<file path="src/rtl/variable_delay_pkg.sv">
// Shared types and constants for the programmable-latency response generator.
package variable_delay_pkg;

    localparam int DLY_W_DEF = 8;
    localparam int DEPTH_DEF = 4;

    typedef enum logic {S_IDLE = 1'b0, S_COUNT = 1'b1} slot_state_e;

    typedef struct packed {
        logic                 valid;
        logic [DLY_W_DEF-1:0] cnt;
    } slot_t;

    function automatic int pend_w(input int depth);
        return $clog2(depth + 1);
    endfunction

endpackage

</file>
<file path="src/rtl/delay_slot.sv">
// One countdown slot: loads a delay, counts down, flags expiry when cnt==1.
module delay_slot
    import variable_delay_pkg::*;
#(
    parameter int DLY_W = DLY_W_DEF
) (
    input  logic             clk,
    input  logic             rst_n,
    input  logic             load_i,
    input  logic             flush_i,
    input  logic [DLY_W-1:0] d_i,
    output logic             valid_o,
    output logic             expire_o
);

    slot_state_e      state_q, state_d;
    logic [DLY_W-1:0] cnt_q, cnt_d;

    always_ff @(posedge clk or negedge rst_n) begin
        if (!rst_n) begin
            state_q <= S_IDLE;
            cnt_q   <= '0;
        end else begin
            state_q <= state_d;
            cnt_q   <= cnt_d;
        end
    end

    // A load wins over flush and expiry so an expiring or flushed slot can be reused.
    always_comb begin
        state_d = state_q;
        cnt_d   = cnt_q;
        case (state_q)
            S_IDLE: begin
                if (load_i) begin
                    state_d = S_COUNT;
                    cnt_d   = d_i;
                end
            end
            S_COUNT: begin
                if (load_i) begin
                    cnt_d = d_i;
                end else if (flush_i || cnt_q == DLY_W'(1)) begin
                    state_d = S_IDLE;
                    cnt_d   = '0;
                end else begin
                    cnt_d = cnt_q - DLY_W'(1);
                end
            end
            default: begin
                state_d = S_IDLE;
                cnt_d   = '0;
            end
        endcase
    end

    always_comb begin
        valid_o  = (state_q == S_COUNT);
        expire_o = (state_q == S_COUNT) && (cnt_q == DLY_W'(1));
    end

endmodule

</file>
<file path="src/rtl/variable_delay_gen.sv">
// Programmable-latency response generator: each trigger yields a resp_o pulse cfg_delay_i cycles later.
module variable_delay_gen
    import variable_delay_pkg::*;
#(
    parameter int DLY_W = DLY_W_DEF,
    parameter int DEPTH = DEPTH_DEF
) (
    input  logic                       clk,
    input  logic                       rst_n,
    input  logic                       trig_i,
    input  logic [DLY_W-1:0]           cfg_delay_i,
    input  logic                       clear_i,
    output logic                       resp_o,
    output logic                       busy_o,
    output logic [$clog2(DEPTH+1)-1:0] pending_o,
    output logic                       overflow_o,
    output logic                       coalesce_o
);

    localparam int PEND_W = pend_w(DEPTH);

    logic [DEPTH-1:0]  valid, expire, free, load;
    logic              accept, drop, found;
    logic [PEND_W-1:0] n_valid, n_expire;

    for (genvar i = 0; i < DEPTH; i++) begin : g_slot
        delay_slot #(.DLY_W(DLY_W)) u_slot (
            .clk      (clk),
            .rst_n    (rst_n),
            .load_i   (load[i]),
            .flush_i  (clear_i),
            .d_i      (cfg_delay_i),
            .valid_o  (valid[i]),
            .expire_o (expire[i])
        );
    end

    assign accept = trig_i && (cfg_delay_i != '0);
    // A slot expiring this edge is free, and a flush frees everything.
    assign free   = ~valid | expire | {DEPTH{clear_i}};
    assign drop   = accept && !(|free);

    always_comb begin
        load  = '0;
        found = 1'b0;
        for (int i = 0; i < DEPTH; i++) begin
            if (free[i] && !found) begin
                load[i] = accept;
                found   = 1'b1;
            end
        end
    end

    always_comb begin
        n_valid  = '0;
        n_expire = '0;
        for (int i = 0; i < DEPTH; i++) begin
            n_valid  = n_valid  + PEND_W'(valid[i]);
            n_expire = n_expire + PEND_W'(expire[i]);
        end
    end

    always_ff @(posedge clk or negedge rst_n) begin
        if (!rst_n) begin
            overflow_o <= 1'b0;
            coalesce_o <= 1'b0;
        end else if (clear_i) begin
            overflow_o <= 1'b0;
            coalesce_o <= 1'b0;
        end else begin
            if (drop)
                overflow_o <= 1'b1;
            if (n_expire >= PEND_W'(2))
                coalesce_o <= 1'b1;
        end
    end

    // d=0 bypass is the only input-to-output path; gated so reset silences it too.
    assign resp_o    = rst_n && ((|expire) || (trig_i && cfg_delay_i == '0));
    assign busy_o    = |valid;
    assign pending_o = n_valid;

endmodule

</file>
<file path="config.mk">
export PLATFORM = sky130hd
export DESIGN_NAME = variable_delay_gen
export DESIGN_NICKNAME = d
export VERILOG_FILES = /design/src/rtl/variable_delay_pkg.sv /design/src/rtl/delay_slot.sv /design/src/rtl/variable_delay_gen.sv
export SDC_FILE = /design/constraint.sdc
export NUM_CORES = 1
export LEC_CHECK = 0
export CELL_PAD_IN_SITES_DETAIL_PLACEMENT = 1
export CELL_PAD_IN_SITES_GLOBAL_PLACEMENT = 1
export CORE_ASPECT_RATIO = 0.75
export CORE_MARGIN = 2
export CORE_UTILIZATION = 40
export CTS_BUF_LIST = sky130_fd_sc_hd__clkbuf_8
export DETAILED_ROUTE_END_ITERATION = 7
export PLACE_DENSITY = 0.81
export SLEW_MARGIN = 20
export SYNTH_ARGS = -nofsm -noshare
export SYNTH_HDL_FRONTEND = slang
export SYNTH_HIERARCHICAL = 1
export SYNTH_SLANG_ARGS = --single-unit
</file>
<file path="constraint.sdc">
create_clock -name clk -period 3.3 [get_ports clk]
set_input_delay 0.33 -clock clk [delete_from_list [all_inputs] [get_ports clk]]
set_output_delay 0.33 -clock clk [all_outputs]
set_load 0.02 [all_outputs]
</file>
=== Word-level counts from Yosys, hierarchy flattened ===
Index checks and enable logic that the tools add are counted.

* Bits of input ports: 12
* Word-level logic and storage cells: 106
* RAM bits: 0
* Bits in read-only memories: 0
* Bits in registers: 38
* Memories: 0
* Bits in latches: 0

* Shift-type cells: 0
* Add/subtract/negate cells: 10
* Equality and inequality tests: 8
* Reduce and logical (&&, ||, !) cells: 27
* Mux-type cells: 43
* Divide/modulo/power cells: 0
* Multiply operators: 0
* Order comparisons: 1
* Bitwise logic cells: 7

{| class="wikitable"
|+ Operators with widths
! kind !! number
|-
| 8-bit two-way mux || 12
|-
| 8-bit one-hot mux with 2 select lines || 4
|-
| 8-bit by 1-bit == test with 1-bit output (second input constant) || 4
|-
| 8-bit by 1-bit subtractor with 8-bit output (second input constant) || 4
|-
| 1-bit two-way mux || 23
|-
| 4-bit OR reduction || 3
|-
| 1-bit logical AND || 11
|-
| 8-bit logical NOT || 1
|-
| 2-bit by 1-bit != test with 1-bit output (second input constant) || 4
|-
| 4-bit OR || 2
|-
| 1-bit one-hot mux with 2 select lines || 4
|-
| 8-bit nonzero test || 1
|-
| 2-bit by 1-bit adder with 3-bit output || 2
|-
| 3-bit by 1-bit adder with 3-bit output || 2
|-
| 1-bit logical OR || 5
|-
| 1-bit by 1-bit adder with 2-bit output || 2
|-
| 1-bit logical NOT || 4
|-
| 1-bit NOT || 4
|-
| 4-bit NOT || 1
|-
| 2-bit nonzero test || 2
|-
| 3-bit by 2-bit greater-or-equal comparator with 1-bit output (second input constant) || 1
|}

=== Depth between registers and ports, before layout ===
Gate-level depths: netlist of run 1.

* Word-level depth: 16
* Mapped depth: 12
* Depth with buffers taken out: 12

=== Hierarchy ===
Netlist of run 1, hierarchy kept.

{| class="wikitable"
|+ Modules (own cells, without submodules)
! module !! instances !! cells an instance !! area each (um2)
|-
| delay_slot || 4 || 59 || 568.0
|-
| variable_delay_gen || 1 || 40 || 346.6
|}

=== Worst setup path after synthesis of run 1 ===
Ideal clock, no wire load.

* Path type: register -> register
* Start: reg g_slot[3].u_slot.cnt_q[5]
* End: reg g_slot[3].u_slot.cnt_q[3]
* Arrival time: 2.346 ns
* Library setup time: 0.126 ns
* Path slack: 0.827 ns
* Buffers on the path: 0
* Stages on the path, launching flop included: 10
* Clock period less this slack: 2.473 ns
* Required time: 3.174 ns
* Path through: dfrtp_1 -> or4_4 -> nor2_1 -> and3_1 -> o21ai_0 -> nor3_1 -> nor3b_1 -> o41ai_4 -> a21oi_2 -> a221o_1

* Cells in the longest elaborated chain, start to end: 8

{| class="wikitable"
|+ RTL lines
! element !! line !! text
|-
| start: declaration || delay_slot.sv:17 || <nowiki>logic [DLY_W-1:0] cnt_q, cnt_d;</nowiki>
|-
| start signal: assignment || delay_slot.sv:25 || <nowiki>cnt_q <= cnt_d;</nowiki>
|-
| 8-bit by 1-bit == test with 1-bit output * || delay_slot.sv:59 || <nowiki>expire_o = (state_q == S_COUNT) && (cnt_q == DLY_W'(1));</nowiki>
|-
| 1-bit logical AND * || delay_slot.sv:59 ||
|-
| net expire[3] || variable_delay_gen.sv:22 || <nowiki>logic [DEPTH-1:0] valid, expire, free, load;</nowiki>
|-
| 4-bit OR * (2 in a row) || variable_delay_gen.sv:40 || <nowiki>assign free = ~valid | expire | {DEPTH{clear_i}};</nowiki>
|-
| 1-bit logical AND * || variable_delay_gen.sv:47 || <nowiki>if (free[i] && !found) begin</nowiki>
|-
| 1-bit two-way mux * || variable_delay_gen.sv:47 ||
|-
| net load[3] || variable_delay_gen.sv:22 ||
|-
| 8-bit two-way mux || delay_slot.sv:41 || <nowiki>if (load_i) begin</nowiki>
|-
| 8-bit one-hot mux with 2 select lines || delay_slot.sv:33 || <nowiki>case (state_q)</nowiki>
|}

Mark *: on every way through the listed nets, which the timed path passes. The rest lies on a longest branch.
A chain may end at the register's enable or synchronous reset.

=== Worst setup path after layout of run 1 ===
* Start: reg g_slot[1].u_slot.cnt_q[5]
* End: out resp_o

* Cells in the longest elaborated chain, start to end: 5

{| class="wikitable"
|+ RTL lines
! element !! line !! text
|-
| start: declaration || delay_slot.sv:17 ||
|-
| start signal: assignment || delay_slot.sv:25 ||
|-
| 8-bit by 1-bit == test with 1-bit output || delay_slot.sv:59 ||
|-
| 1-bit logical AND || delay_slot.sv:59 ||
|-
| net expire[1] || variable_delay_gen.sv:22 ||
|-
| 4-bit OR reduction || variable_delay_gen.sv:79 || <nowiki>assign resp_o = rst_n && ((|expire) || (trig_i && cfg_delay_i == '0));</nowiki>
|-
| 1-bit logical OR || variable_delay_gen.sv:79 ||
|-
| 1-bit logical AND || variable_delay_gen.sv:79 ||
|-
| end: declaration || variable_delay_gen.sv:13 || <nowiki>output logic resp_o,</nowiki>
|}

The timed path passes the listed nets, and every way through them passes these cells.

==> metrics.cfg, run 1 <==
[sta]
period_share_pct=92.6
fin_crit_ns=3.06
relSlewSlack_pct=60.3
fin_skew_ns=0.00593
finalSetupViolations=0
rsz0062_at_grt=false
drv_slew=0
hold_viol_final=0
worst_slew_pin_slew_ns=0.594
holdWs_ns=0.120
clock.fmax_mhz=327
tns_ns=0

[cts]
cts_buffers=5
cts.clk_slew.worst_paths_ns=0.07
ctsResizeCount=0
clock_sinks=38
clock_latency_ns=0.29
cts_max_path_buffers=2
cts_root_buf=clkbuf_8
cts_setup_buffers=0
holdBufCountCts=0
cts_tree=yes
htree_levels=2

[finish]
nets=333
multiInputGateArea_sq_um=1540
register_area_sq_um=951
antennaDiodeCount=0
utilization_pct=48.6
fin_area_sq_um=3070
drive_gt1_share_pct=14.7
nFillCells=740
area_delta_synth_final_pct=17.2

[worst_setup_path]
regToRegSetupSlack_ns=0.57
endpoint_kind=output port
criticalPathCategory=flip-flop to output port
crit_path_start_kind=flip-flop
r2r-end=g_slot[1].u_slot/cnt_q[3]
required_ns=2.97
ff2ff_path_depth=9
reg2reg_from=g_slot[0].u_slot/cnt_q[4]
critical_path_arrival_ns=2.73
worstPathMaxFanout=4

[synth]
synthArstFlopShare_pct=100
synth_area_leaders=dfrtp_1, ha_1, nor2_1
synth_edf_count=0
synth_nets=302
yosysSeqAreaShare_pct=36.3
synth_top_area_share_pct=36.3
synthCells=276
yosysMostFrequentCell=dfrtp_1
synthesis.area_per_instance_sq_um=9.49
synthDistinctLibCells=37
yosysWarnings=6
synth_commonest_cells=dfrtp_1, nor2_1, inv_1
ys_seq_elements=38
ys_dominant_reg_cell=dfrtp_1
synth.cell_area_sq_um=2620
synth_top_cell_by_area=dfrtp_1

[power]
p_switching_uw=779
p_int_uw=1180
leakage_uw=0.00126
pwr-share-seq_pct=40.1
pwr-share-comb_pct=39.1
clockPowerShare_pct=20.8
sw_frac_of_total_pct=39.8
irDropWorstVdd_v=0.000400
power_density_nw_per_um2=638

[floorplanning]
die_h_um=74.1
rows=25
die_w_um=97.4
design.portCount=19
dieArea_sq_um=7220
start_util_pct=41.4
coreArea_sq_um=6320

[place]
placed_area_sq_um=2960
gp_congestion=0.876
place_hpwl_um=5470
port_buffers=18

[grt]
antenna_found_initial=0
grt_pass1_vias=2299
grt_use_total_pct=21.7
grt_overflow_total=0
grt_pass1_wl_um=12200
grt_max_degree=39

[min_path]
hold_class=input port to asynchronous set/reset pin

[drt]
firstDrtPassIters=4
wl_um=7500
ant_nets=0
vias_per_cell=5.79
vias=2247
routedWlPerCell_um=19.3
drt_iter0_drc=75
drc_errors=0

[flow_run]
cap_violations=0

[outcome]
status=finished, final reports clean

==> cells in the final DEF (no fill, tap or decap), drive strengths merged, types with 2 or more instances in the layout <==
master         synthesis  routed
nor3b                 15      15
a22oi                 12      12
nand2b                 2       2
xnor2                  8       8
nor2                  31      31
o21ai                 21      21
nand3                  6       6
nand4b                 4       4
buf                    0      11
nor4                   6       6
a31o                   4       4
a31oi                  2       2
o41ai                  4       4
a21oi                 12      12
fa                     2       2
nand2                 14      14
and3                   4       4
nor3                   6       6
a21boi                 4       4
o311ai                 4       4
inv                   30      30
dfrtp                 38      38
clkbuf                 4       6
clkdlybuf4s50          0      17
a221o                  8       8
xor2                   4       4
or4                    8       8
o31ai                  5       5
mux2                   4       4
ha                    12      12
==> critical path, stage by stage, from the launching register on <==
cell,delay [ns]
dfrtp_1,0.42
or4_4,0.59
nor2_1,0.19
and3_1,0.21
inv_1,0.07
ha_1,0.18
a31oi_1,0.15
clkdlybuf4s50_1,0.63
==> per-layer routing <==
| metal | track usage (%) | vias up | share of wire, % |
|---|---|---|---|
| li1 | - | 1073 | - |
| met1 | 31.2 | 1138 | 50 |
| met2 | 34.9 | 32 | 46 |
| met3 | 3.38 | 4 | 2.8 |
| met4 | 5.25 | 0 | 0.52 |
| met5 | 0 | - | 0 |
==> how the worst max path moves through the flow <==
stage                               from                   endpoint  slack, ns  depth (start not counted)
2_1_floorplan  g_slot[3].u_slot/cnt_q[5]  g_slot[3].u_slot/cnt_q[3]       0.83                          9
3_3_place_gp              cfg_delay_i[7]  g_slot[1].u_slot/cnt_q[3]       0.56                          8
3_5_place_dp   g_slot[0].u_slot/cnt_q[4]                     resp_o       0.55                          7
4_1_cts        g_slot[0].u_slot/cnt_q[4]                     resp_o       0.22                          7
5_1_grt        g_slot[0].u_slot/cnt_q[4]                     resp_o       0.11                          7
6_report       g_slot[1].u_slot/cnt_q[5]                     resp_o       0.24                          7
==> final cells by class <==
cell class | instances | share of cell area (%)
Multi-Input combinational cell | 204 | 50.2
Sequential cell | 38 | 31.0
Timing Repair Buffer | 28 | 8.16
Inverter | 30 | 3.67
Tap cell | 81 | 3.30
Clock buffer | 6 | 2.69
Clock inverter | 1 | 0.979
==> flip-flops by register name, indices dropped and copies added, names as in the netlist <==
| signal | flops |
|---|---|
| g_slot.u_slot/cnt_q | 32 |
| overflow_o | 1 |
| g_slot.u_slot/valid_o | 4 |
| coalesce_o | 1 |
==> power groups by stage <==
stage | combinational (uW) | sequential (uW) | clock (uW)
2_1_floorplan | 576 | 730 | 0
3_3_place_gp | 730 | 770 | 0
3_5_place_dp | 762 | 786 | 0
4_1_cts | 771 | 780 | 420
5_1_grt | 861 | 809 | 438
6_report | 765 | 784 | 407
==> cell families after synthesis <==
family / synth area share [%]
mux: 1.72
xor+xnor: 4.01
fa+ha+maj: 7.26
compound gates: 24.1
flops: 36.3
buf+inv: 4.87
simple gates: 21.7
==> through the flow <==
step           cells  worst slack [ns]  power [uW]
3_3_place_gp     381             0.561        1500
4_1_cts          388             0.222        1970
3_5_place_dp     381             0.550        1550
2_1_floorplan    276             0.827        1310
5_1_grt          388             0.109        2110
6_report         388             0.243        1960
Power figures use the tool's default switching activity.
==> run 2: changes to the inputs <==
ABC_AREA = 1   (was default)
PLACE_DENSITY = 0.84   (was 0.81)
==> run 2 against run 1 <==
- wire length increased by 7.4%
- global-route usage is 0.19 points higher
- clock power fell by 16%
- design area is 6.7% higher
- hold slack got worse by 0.0032 ns
- clock-buffer cell count unchanged
- cell count is 27% higher
- via count rose by 17%
- fmax decreased by 0.36%
- total power increased by 5.2%
- critical endpoint unchanged
- highest routed layer unchanged
- setup slack worse by 0.011 ns
- largest power group is now combinational cells
==> metrics.cfg, run 2 <==
[outcome]
status=finished, final reports clean

[synth]
yosysMostFrequentCell=nand2_1
synth_area_leaders=dfrtp_1, a22oi_1, nand2_1
synth_commonest_cells=nand2_1, inv_1, nor2_1
synthesis.area_per_instance_sq_um=7.55  ; -20%
synth.cell_area_sq_um=2840  ; +8.5%
synth_top_family_by_area=simple AND/OR/NAND/NOR gates
yosys.area_share.simple_pct=32.6  ; +11 points
synthCells=376  ; +36%
yosys-mux-area-fraction_pct=0  ; -1.7 points
yosysSeqAreaShare_pct=33.5  ; -2.8 points
yosysWarnings=6  ; unchanged
ys_dominant_reg_cell=dfrtp_1
synthDistinctLibCells=24  ; -35%
synth_top_area_share_pct=33.5  ; -2.8 points
synthAdderAreaFrac_pct=6.70  ; -0.57 points
synthArstFlopShare_pct=100  ; unchanged
synth_edf_count=0  ; unchanged
synth_compound_area_share_pct=15.1  ; -9.0 points
synth_top_cell_by_area=dfrtp_1
synth_nets=402  ; +33%
ys_seq_elements=38  ; unchanged
synth-xor-area-share_pct=3.70  ; -0.31 points

[cts]
htree_levels=2  ; unchanged
cts_buffers=5  ; unchanged
cts_max_path_buffers=2  ; unchanged
clock_sinks=38  ; unchanged
cts.clk_slew.worst_paths_ns=0.08  ; about the same
cts_root_buf=clkbuf_8
ctsResizeCount=0  ; unchanged
holdBufCountCts=0  ; unchanged
clock_latency_ns=0.29  ; about the same
cts_tree=yes
cts_setup_buffers=0  ; unchanged

[floorplanning]
die_h_um=77.0  ; +3.9%
die_w_um=101  ; +4.0%
start_util_pct=41.6  ; +0.13 points
rows=26  ; +4.0%
coreArea_sq_um=6830  ; +8.1%
design.portCount=19  ; unchanged
dieArea_sq_um=7800  ; +8.0%

[place]
gp_congestion=0.836  ; -4.5%
placed_area_sq_um=3180  ; +7.7%
place_hpwl_um=6180  ; +13%
port_buffers=18  ; unchanged

[finish]
antennaDiodeCount=0  ; unchanged
fin_area_sq_um=3270  ; +6.7%
drive_gt1_share_pct=16.6  ; +2.0 points
area_delta_synth_final_pct=15.3
final_cell_mix=nand2_1, inv_1, nor2_1
largest-register=g_slot.u_slot/cnt_q
nets=434  ; +30%
multiInputGateArea_sq_um=1650  ; +7.0%
final_common_cell=nand2_1
largest_reg_flops=32  ; unchanged
nFillCells=878  ; +19%
register_area_sq_um=951  ; unchanged

[grt]
grt_pass1_vias=2825  ; +23%
grt_pass1_wl_um=13500  ; +10%
grt_overflow_total=0  ; unchanged
grt_use_total_pct=21.9  ; +0.19 points
antenna_found_initial=0  ; unchanged
grt_max_degree=39  ; unchanged

[drt]
routedWlPerCell_um=16.3  ; -15%
vias=2627  ; +17%
ant_nets=0  ; unchanged
vias_per_cell=5.33  ; -8.0%
wl_um=8050  ; +7.4%
drc_errors=0  ; unchanged
firstDrtPassIters=4  ; unchanged
drt_iter0_drc=68  ; -9.3%

[worst_setup_path]
reg2reg_from=g_slot[2].u_slot/cnt_q[1]
cp_common_cell=inv_1
crit_path_start_kind=flip-flop
crit_slowest_cell=clkdlybuf4s50_1
slowest_delay_ns=0.64  ; about the same
path_cells=inv_1 -> ha_1 -> inv_1 -> nor2_1 -> nand2_4 -> nor2_1 -> inv_1 -> ha_1 -> a31oi_1 -> clkdlybuf4s50_1
crit_start=g_slot[1].u_slot/cnt_q[1]
required_ns=2.97  ; about the same
endpoint_kind=output port
regToRegSetupSlack_ns=0.92  ; +0.35 ns
critical_path_arrival_ns=2.74  ; about the same
cpLargestDelayFamily=buffers and inverters
r2r-end=g_slot[3].u_slot/cnt_q[2]
ff2ff_path_depth=13  ; +4
worstPathMaxFanout=3  ; -1
crit_buf_inv=4  ; +2
criticalPathCategory=flip-flop to output port

[power]
leakage_uw=0.00158  ; +26%
irDropWorstVdd_v=0.000300  ; -25%
finalPower_uw=2060  ; +5.2%
power_density_nw_per_um2=629  ; -1.4%

[flow_run]
cap_violations=0  ; unchanged

[min_path]
hold_class=input port to asynchronous set/reset pin

[sta]
finalSetupViolations=0  ; unchanged
fin_crit_ns=3.07  ; +0.0110 ns
holdWs_ns=0.117  ; -0.00317 ns
tns_ns=0  ; unchanged
rsz0062_at_grt=false
drv_slew=0  ; unchanged
worst_slew_pin_slew_ns=0.508  ; -0.0861 ns
relSlewSlack_pct=66.1  ; +5.8 points
clock.fmax_mhz=326  ; -0.36%
fin_skew_ns=0.00342  ; -0.00251 ns
hold_viol_final=0  ; unchanged
period_share_pct=93.0  ; +0.33 points

run 2: worst max path at each step:
stage	end	slack, ns	cells after the start
after floorplan	resp_o	1.19	9
after global placement	resp_o	0.65	10
final	resp_o	0.23	10
after global routing	resp_o	0.08	10
after CTS	resp_o	0.23	10
after detailed placement	resp_o	0.56	10
run 2: cell type report:
| class | count | share of cell area [%] |
|---|---|---|
| clock buffers | 6 | 2.52 |
| clock inverters | 2 | 0.267 |
| inverters | 59 | 6.76 |
| multi-input cells | 275 | 50.3 |
| flip-flops and latches | 38 | 29.0 |
| well taps | 84 | 3.21 |
| repair buffers | 29 | 7.87 |
run 2: power breakdown:
part	switching [uW]	total [uW]	internal, uW	leakage [uW]
sequential	163	744	582	0.000500
clock	174	340	166	0.0000524
combinational	594	975	381	0.00103
total	931	2060	1130	0.00158
run 2: stage by stage:
stage	util, %	setup slack (ns)	std cells
final	47.9	0.232	493
after global routing	47.9	0.0811	493
after CTS	47.9	0.225	493
after detailed placement	46.6	0.562	485
after global placement	46.6	0.655	485
after floorplan	-	1.19	376
run 2: cell families after synthesis:
group / count (synthesis)
AO/OA/AOI/OAI: 63
XOR/XNOR: 12
adder cells (fa/ha/maj): 14
buffers and inverters: 63
flip-flops: 38
AND/OR/NAND/NOR: 186
run 2: layer usage:
| metal | share of wire [%] | GRT usage [%] | vias to the layer above |
|---|---|---|---|
| met4 | 1.7 | 5.41 | 0 |
| met3 | 4.1 | 3.56 | 10 |
| met2 | 48 | 37.5 | 51 |
| li1 | - | - | 1291 |
| met1 | 46 | 28.5 | 1275 |
| met5 | 0 | 0 | - |
